$ cat config.mk
export PLATFORM = sky130hd
export DESIGN_NAME = synchronizer
export DESIGN_NICKNAME = d
export VERILOG_FILES = /design/src/rtl/synchronizer.sv
export SDC_FILE = /design/constraint.sdc
export NUM_CORES = 1
export LEC_CHECK = 0
export CAP_MARGIN = 0
export CORE_AREA = 2 2 39 41
export DETAILED_ROUTE_END_ITERATION = 7
export DIE_AREA = 0 0 41 43
export GPL_TIMING_DRIVEN = 0
export HOLD_SLACK_MARGIN = 0.08
export SYNTH_ARGS = -nofsm -noshare
export SYNTH_HDL_FRONTEND = slang
export SYNTH_SLANG_ARGS = --single-unit
export TNS_END_PERCENT = 100
$ cat constraint.sdc
create_clock -name clock -period 1.2 [get_ports clock]
set_clock_uncertainty 0.05 [all_clocks]
set_input_delay 0.24 -clock clock [delete_from_list [all_inputs] [get_ports clock]]
set_output_delay 0.24 -clock clock [all_outputs]
set_load 0.02 [all_outputs]
$ cat src/rtl/synchronizer.sv
// Router synchronizer: latches the packet destination, steers the FIFO write enable and full flag,
// and (with SOFT_RESET_EN defined) flushes any FIFO whose data sits unread for TIMEOUT cycles.
module synchronizer #(
    parameter int TIMEOUT = 30
) (
    input  logic       clock,
    input  logic       resetn,
    input  logic       detect_add,
    input  logic [1:0] data_in,
    input  logic       write_enb_reg,
    input  logic       read_enb_0,
    input  logic       read_enb_1,
    input  logic       read_enb_2,
    input  logic       empty_0,
    input  logic       empty_1,
    input  logic       empty_2,
    input  logic       full_0,
    input  logic       full_1,
    input  logic       full_2,
    output logic       vld_out_0,
    output logic       vld_out_1,
    output logic       vld_out_2,
    output logic [2:0] write_enb,
    output logic       fifo_full,
    output logic       soft_reset_0,
    output logic       soft_reset_1,
    output logic       soft_reset_2
);

    logic [1:0] addr_q;
    logic [1:0] addr_d;

    always_comb begin
        addr_d = addr_q;
        if (detect_add) begin
            addr_d = data_in;
        end
    end

    always_ff @(posedge clock or negedge resetn) begin
        if (!resetn) begin
            addr_q <= 2'b00;
        end else begin
            addr_q <= addr_d;
        end
    end

    // Address 11 is not a FIFO, so it must neither write nor report full.
    always_comb begin
        write_enb = 3'b000;
        fifo_full = 1'b0;
        case (addr_q)
            2'b00: begin
                write_enb = {2'b00, write_enb_reg};
                fifo_full = full_0;
            end
            2'b01: begin
                write_enb = {1'b0, write_enb_reg, 1'b0};
                fifo_full = full_1;
            end
            2'b10: begin
                write_enb = {write_enb_reg, 2'b00};
                fifo_full = full_2;
            end
            default: begin
                write_enb = 3'b000;
                fifo_full = 1'b0;
            end
        endcase
    end

    assign vld_out_0 = ~empty_0;
    assign vld_out_1 = ~empty_1;
    assign vld_out_2 = ~empty_2;

`ifdef SOFT_RESET_EN
    localparam logic [4:0] LAST_COUNT = 5'(TIMEOUT - 1);

    logic [2:0] vldVec;
    logic [2:0] readVec;
    logic [4:0] stallCount_q [3];
    logic [4:0] stallCount_d [3];
    logic [2:0] softReset_q;
    logic [2:0] softReset_d;

    assign vldVec  = {vld_out_2, vld_out_1, vld_out_0};
    assign readVec = {read_enb_2, read_enb_1, read_enb_0};

    // Each FIFO counts its own unread-data cycles; a timeout restarts the count so a
    // persistent stall keeps pulsing every TIMEOUT cycles.
    always_comb begin
        for (int n = 0; n < 3; n++) begin
            stallCount_d[n] = stallCount_q[n];
            softReset_d[n]  = 1'b0;
            if (!vldVec[n]) begin
                stallCount_d[n] = 5'd0;
            end else if (readVec[n]) begin
                stallCount_d[n] = 5'd0;
            end else if (stallCount_q[n] == LAST_COUNT) begin
                stallCount_d[n] = 5'd0;
                softReset_d[n]  = 1'b1;
            end else begin
                stallCount_d[n] = stallCount_q[n] + 5'd1;
            end
        end
    end

    always_ff @(posedge clock or negedge resetn) begin
        if (!resetn) begin
            for (int n = 0; n < 3; n++) begin
                stallCount_q[n] <= 5'd0;
            end
            softReset_q <= 3'b000;
        end else begin
            for (int n = 0; n < 3; n++) begin
                stallCount_q[n] <= stallCount_d[n];
            end
            softReset_q <= softReset_d;
        end
    end

    assign soft_reset_0 = softReset_q[0];
    assign soft_reset_1 = softReset_q[1];
    assign soft_reset_2 = softReset_q[2];
`else
    localparam int unusedTimeout = TIMEOUT;
    logic unusedReadEnb;

    assign unusedReadEnb = read_enb_0 ^ read_enb_1 ^ read_enb_2;
    assign soft_reset_0  = 1'b0;
    assign soft_reset_1  = 1'b0;
    assign soft_reset_2  = 1'b0;
`endif

endmodule

# == Word-level counts from Yosys, hierarchy flattened ==
# Index checks and enable logic that the tools add are counted.
# word_totals
in_bits,15
romBits,0
regBits,2
ram_bits,0
wordCells,9
latch_bits,0
memories,0
# op_classes
n_mux,2
reduce_logical,1
add_sub_neg,0
n_div,0
n_bitwise,3
n_shift,0
n_eq_ne,2
n_mul,0
magnitude_cmp,0
# op_table
operator,count
$pmux 3 s3,1
$not 1->1,3
$pmux 1 s3,1
$eq 2x1->1 const B,1
$eq 2x2->1 const B,1
$logic_not 2->1,1

# == Logic depth before layout (Yosys ltp) ==
# logic_depth
depth_word,2
depth_mapped,2
depth_no_buf,2

# == Worst setup path before layout ==
# Ideal clock, no wire load.
# synth_path
path_type,register to output
start,reg addr_q[0]
end,out write_enb[0]
t_arrival_ns,0.942
stages_incl_launch_ff,2
setup_slack_ns,-0.032
n_path_buf,0
t_required_ns,0.910
cell_sequence,dfrtp_1 nor3b_1
# synth_between
elab_chain_cells,2
elab_cells_between_ends,4
classes_between,eq/ne: 2; mux: 1; reduce/logical: 1
# synth_lines
element,line_no,rtl
start: declaration,30,logic [1:0] addr_q;
start signal: assignment,44,addr_q <= addr_d;
"$eq 2x2->1, or another cell as far along",52,case (addr_q)
$pmux 3 s3 *,52,
end: declaration,23,"output logic [2:0] write_enb,"
# Mark *: on every way between the ends. The rest lies on a longest branch, timed or not.

# == Worst setup path in the final report ==
# layout_path
start,reg addr_q[1]
end,out fifo_full
# layout_between
elab_chain_cells,2
elab_cells_between_ends,4
classes_between,eq/ne: 2; mux: 1; reduce/logical: 1
# layout_lines
element,line_no,rtl
"$eq 2x2->1, or another cell as far along",52,
$pmux 1 s3 *,52,
end: declaration,24,"output logic fifo_full,"
# Marks and branches as above.

==> impl_metrics.json <==
{
  "outcome": "finished, violations left",
  "violations": "setup timing",
  "synth_cells": 17,
  "async_flop_share_pct": 100,
  "fin_crit_sh_pct": 114,
  "slowest_stage": "dfrtp_2",
  "worstPathMaxFanout": 6,
  "ir_drop_mv": 0.509,
  "clock_path_buffers": 2,
  "syn_area_um2": 160,
  "slowest_delay_ns": 0.43,
  "hp-class": "primary input to async pin",
  "drcViolationCount": 0,
  "setup_slack_ns": -0.168,
  "floorplan.rows": 14,
  "place_congestion": 0.498,
  "areaGrowthSynthToFinish_pct": 155,
  "detail-route-antenna-nets": 0,
  "setup.worst_path.start": "addr_q[1]$_DFFE_PN0P_",
  "fillCellCount": 156,
  "final_cells": 57,
  "setup_violations": 4,
  "routed_via_density": 3.49,
  "cts_root_buf": "clkbuf_4",
  "largest_reg_flops": 2,
  "ys_types": 10,
  "power_frac_clock_pct": 39.4,
  "p_leak_nw": 0.198,
  "drt-pass1-iter-count": 1,
  "grt_max_degree": 7,
  "drv_cap": 0,
  "switching_power_mw": 0.105,
  "worst_ep_arrival_time_ns": 1.08,
  "ys_ff_latch": 2,
  "slew_violations": 0,
  "grt_antenna_before_repair": 0,
  "ys.flop_type": "dfrtp_1",
  "synthTopCellsByCount": "buf_4, inv_1, and3b_2, dfrtp_1, mux2_1",
  "max_freq_ghz": 0.731,
  "fin_util_pct": 29.5,
  "dp.cells": 53,
  "drt_iter0_drc": 0,
  "endpoint_kind": "output pin",
  "antenna_cells": 0,
  "worstReg2RegStart": "addr_q[1]$_DFFE_PN0P_",
  "p_int_mw": 0.273,
  "cts_tree": "done",
  "nNetsFinal": 58,
  "ys_warn_count": 0,
  "die_area_um2": 1760,
  "swShare_pct": 27.8,
  "yosys.area.top_type": "dfrtp_1",
  "drt-wirelength-per-cell_um": 7.72,
  "hold_viol": 0,
  "syn_area_per_cell_um2": 9.42,
  "seq_area_frac_synth_pct": 31.3,
  "vias": 199,
  "post-synth-top-area-fraction_pct": 31.3,
  "boundaryPins": 25,
  "layout_min_cycle_time_ns": 1.37,
  "grt_pass1_wl_um": 752,
  "cts.sinks": 2,
  "core_um2": 1380,
  "portBuffers": 18,
  "criticalPathCategory": "flop to output pin",
  "die_y_um": 43,
  "die_w_um": 41,
  "clk_latency_ns": 0.23,
  "largest_register": "addr_q",
  "path_clk_slew_ns": 0.03,
  "synth_edf_count": 0,
  "cp_cell_sequence": "mux2i_2 > o21ai_2 > buf_6",
  "grt_pass1_vias": 199,
  "cts_hold_buf": 0,
  "total_power_mw": 0.378,
  "power_frac_comb_pct": 37.4,
  "seqPwrFrac_pct": 23.2,
  "cts_buffers": 3,
  "grt_overflow": 0,
  "pre_cts_slack_ns": -0.606,
  "cp-start-kind": "flop",
  "wl_um": 440,
  "start_util_pct": 11.6,
  "largest_registers": "addr_q (2)",
  "power_density_nw_per_um2": 926,
  "drive_above_1_share_pct": 51.2,
  "htreeDepth": 1,
  "synth.area.top_cells": "dfrtp_1, buf_4, mux2_1",
  "grt_usage_pct": 6.93,
  "required_ns": 0.91,
  "dp_hpwl_um": 345,
  "rsz0062_at_grt": "yes"
}
==> layout make-up <==
class	count	area (µm²)	area share, %
Buffer	3	22.5	5.52
Tap cell	16	20.0	4.91
Clock buffer	3	22.5	5.52
Sequential cell	2	52.6	12.9
Timing Repair Buffer	19	183	44.8
Multi-Input combinational cell	11	96.3	23.6
Inverter	3	11.3	2.76
==> layer usage <==
metal  wire length (µm)  global-route usage (%)  vias up
met1                150                    5.79       84
met4                 16                    8.00        0
li1                   -                       -       98
met3                 61                    3.66        2
met5                  0                       0        -
met2                211                    10.0       15
==> power by group through the flow <==
stage                     clock [mW]  combinational [mW]  sequential, mW
final                          0.149               0.141          0.0875
after global routing           0.169               0.153          0.0908
after floorplan                    0              0.0600          0.0835
after CTS                      0.157               0.137          0.0872
after detailed placement           0               0.130          0.0876
after global placement             0               0.129          0.0871
==> critical path: cells and delay by family (launching register included) <==
kind	cells	cell delay (ns)
AOI/OAI and AO/OA	1	0.13
buffers and inverters	1	0.13
DFF	1	0.43
muxes	1	0.16
==> layout by cell type, fill, tap and decap left out, drive strengths merged <==
cell           instances
clkdlybuf4s50         10
nand3b                 1
dfrtp                  2
buf                   11
conb                   3
o21ai                  1
clkbuf                 3
inv                    3
mux2                   2
and3b                  2
nor3b                  1
mux2i                  1
dlygate4sd2            1
==> cells by family (layout without fill, tap and decap cells) <==
kind of cell    count (synthesis)  after routing  synth area share [%]
simple gates                    4              4                  21.9
mux                             3              3                  20.3
buf+inv                         6             28                  21.1
other cells                     1              3                  2.34
compound gates                  1              1                  3.12
flops                           2              2                  31.3
==> stage by stage <==
stage	area (µm²)	hold WS [ns]	setup TNS, ns
6_report	408	0.125	-0.466
5_1_grt	408	0.114	-0.706
4_1_cts	397	0.121	-0.519
3_5_place_dp	373	0.363	-3.54
3_3_place_gp	373	0.359	-3.46
2_1_floorplan	173	-0.106	0
==> worst paths after layout <==
kind / depth (start not counted) / slack, ns / end
worst max-delay path: 3 / -0.17 / fifo_full
worst min-delay path: 1 / 0.12 / addr_q[0]$_DFFE_PN0P_
worst max register to register: 1 / 0.29 / addr_q[1]$_DFFE_PN0P_
worst min register to register: 1 / 0.51 / addr_q[0]$_DFFE_PN0P_
max in group asynchronous: 1 / 0.84 / addr_q[1]$_DFFE_PN0P_
min in group clock: 1 / 0.51 / addr_q[0]$_DFFE_PN0P_
==> what timing repair did <==
item	in CTS	in global routing
pin swaps	1	0
setup endpoints to repair	7	5
buffers inserted	1	0
resized for setup	39	4
No activity file was read; power rests on OpenSTA's default activity.
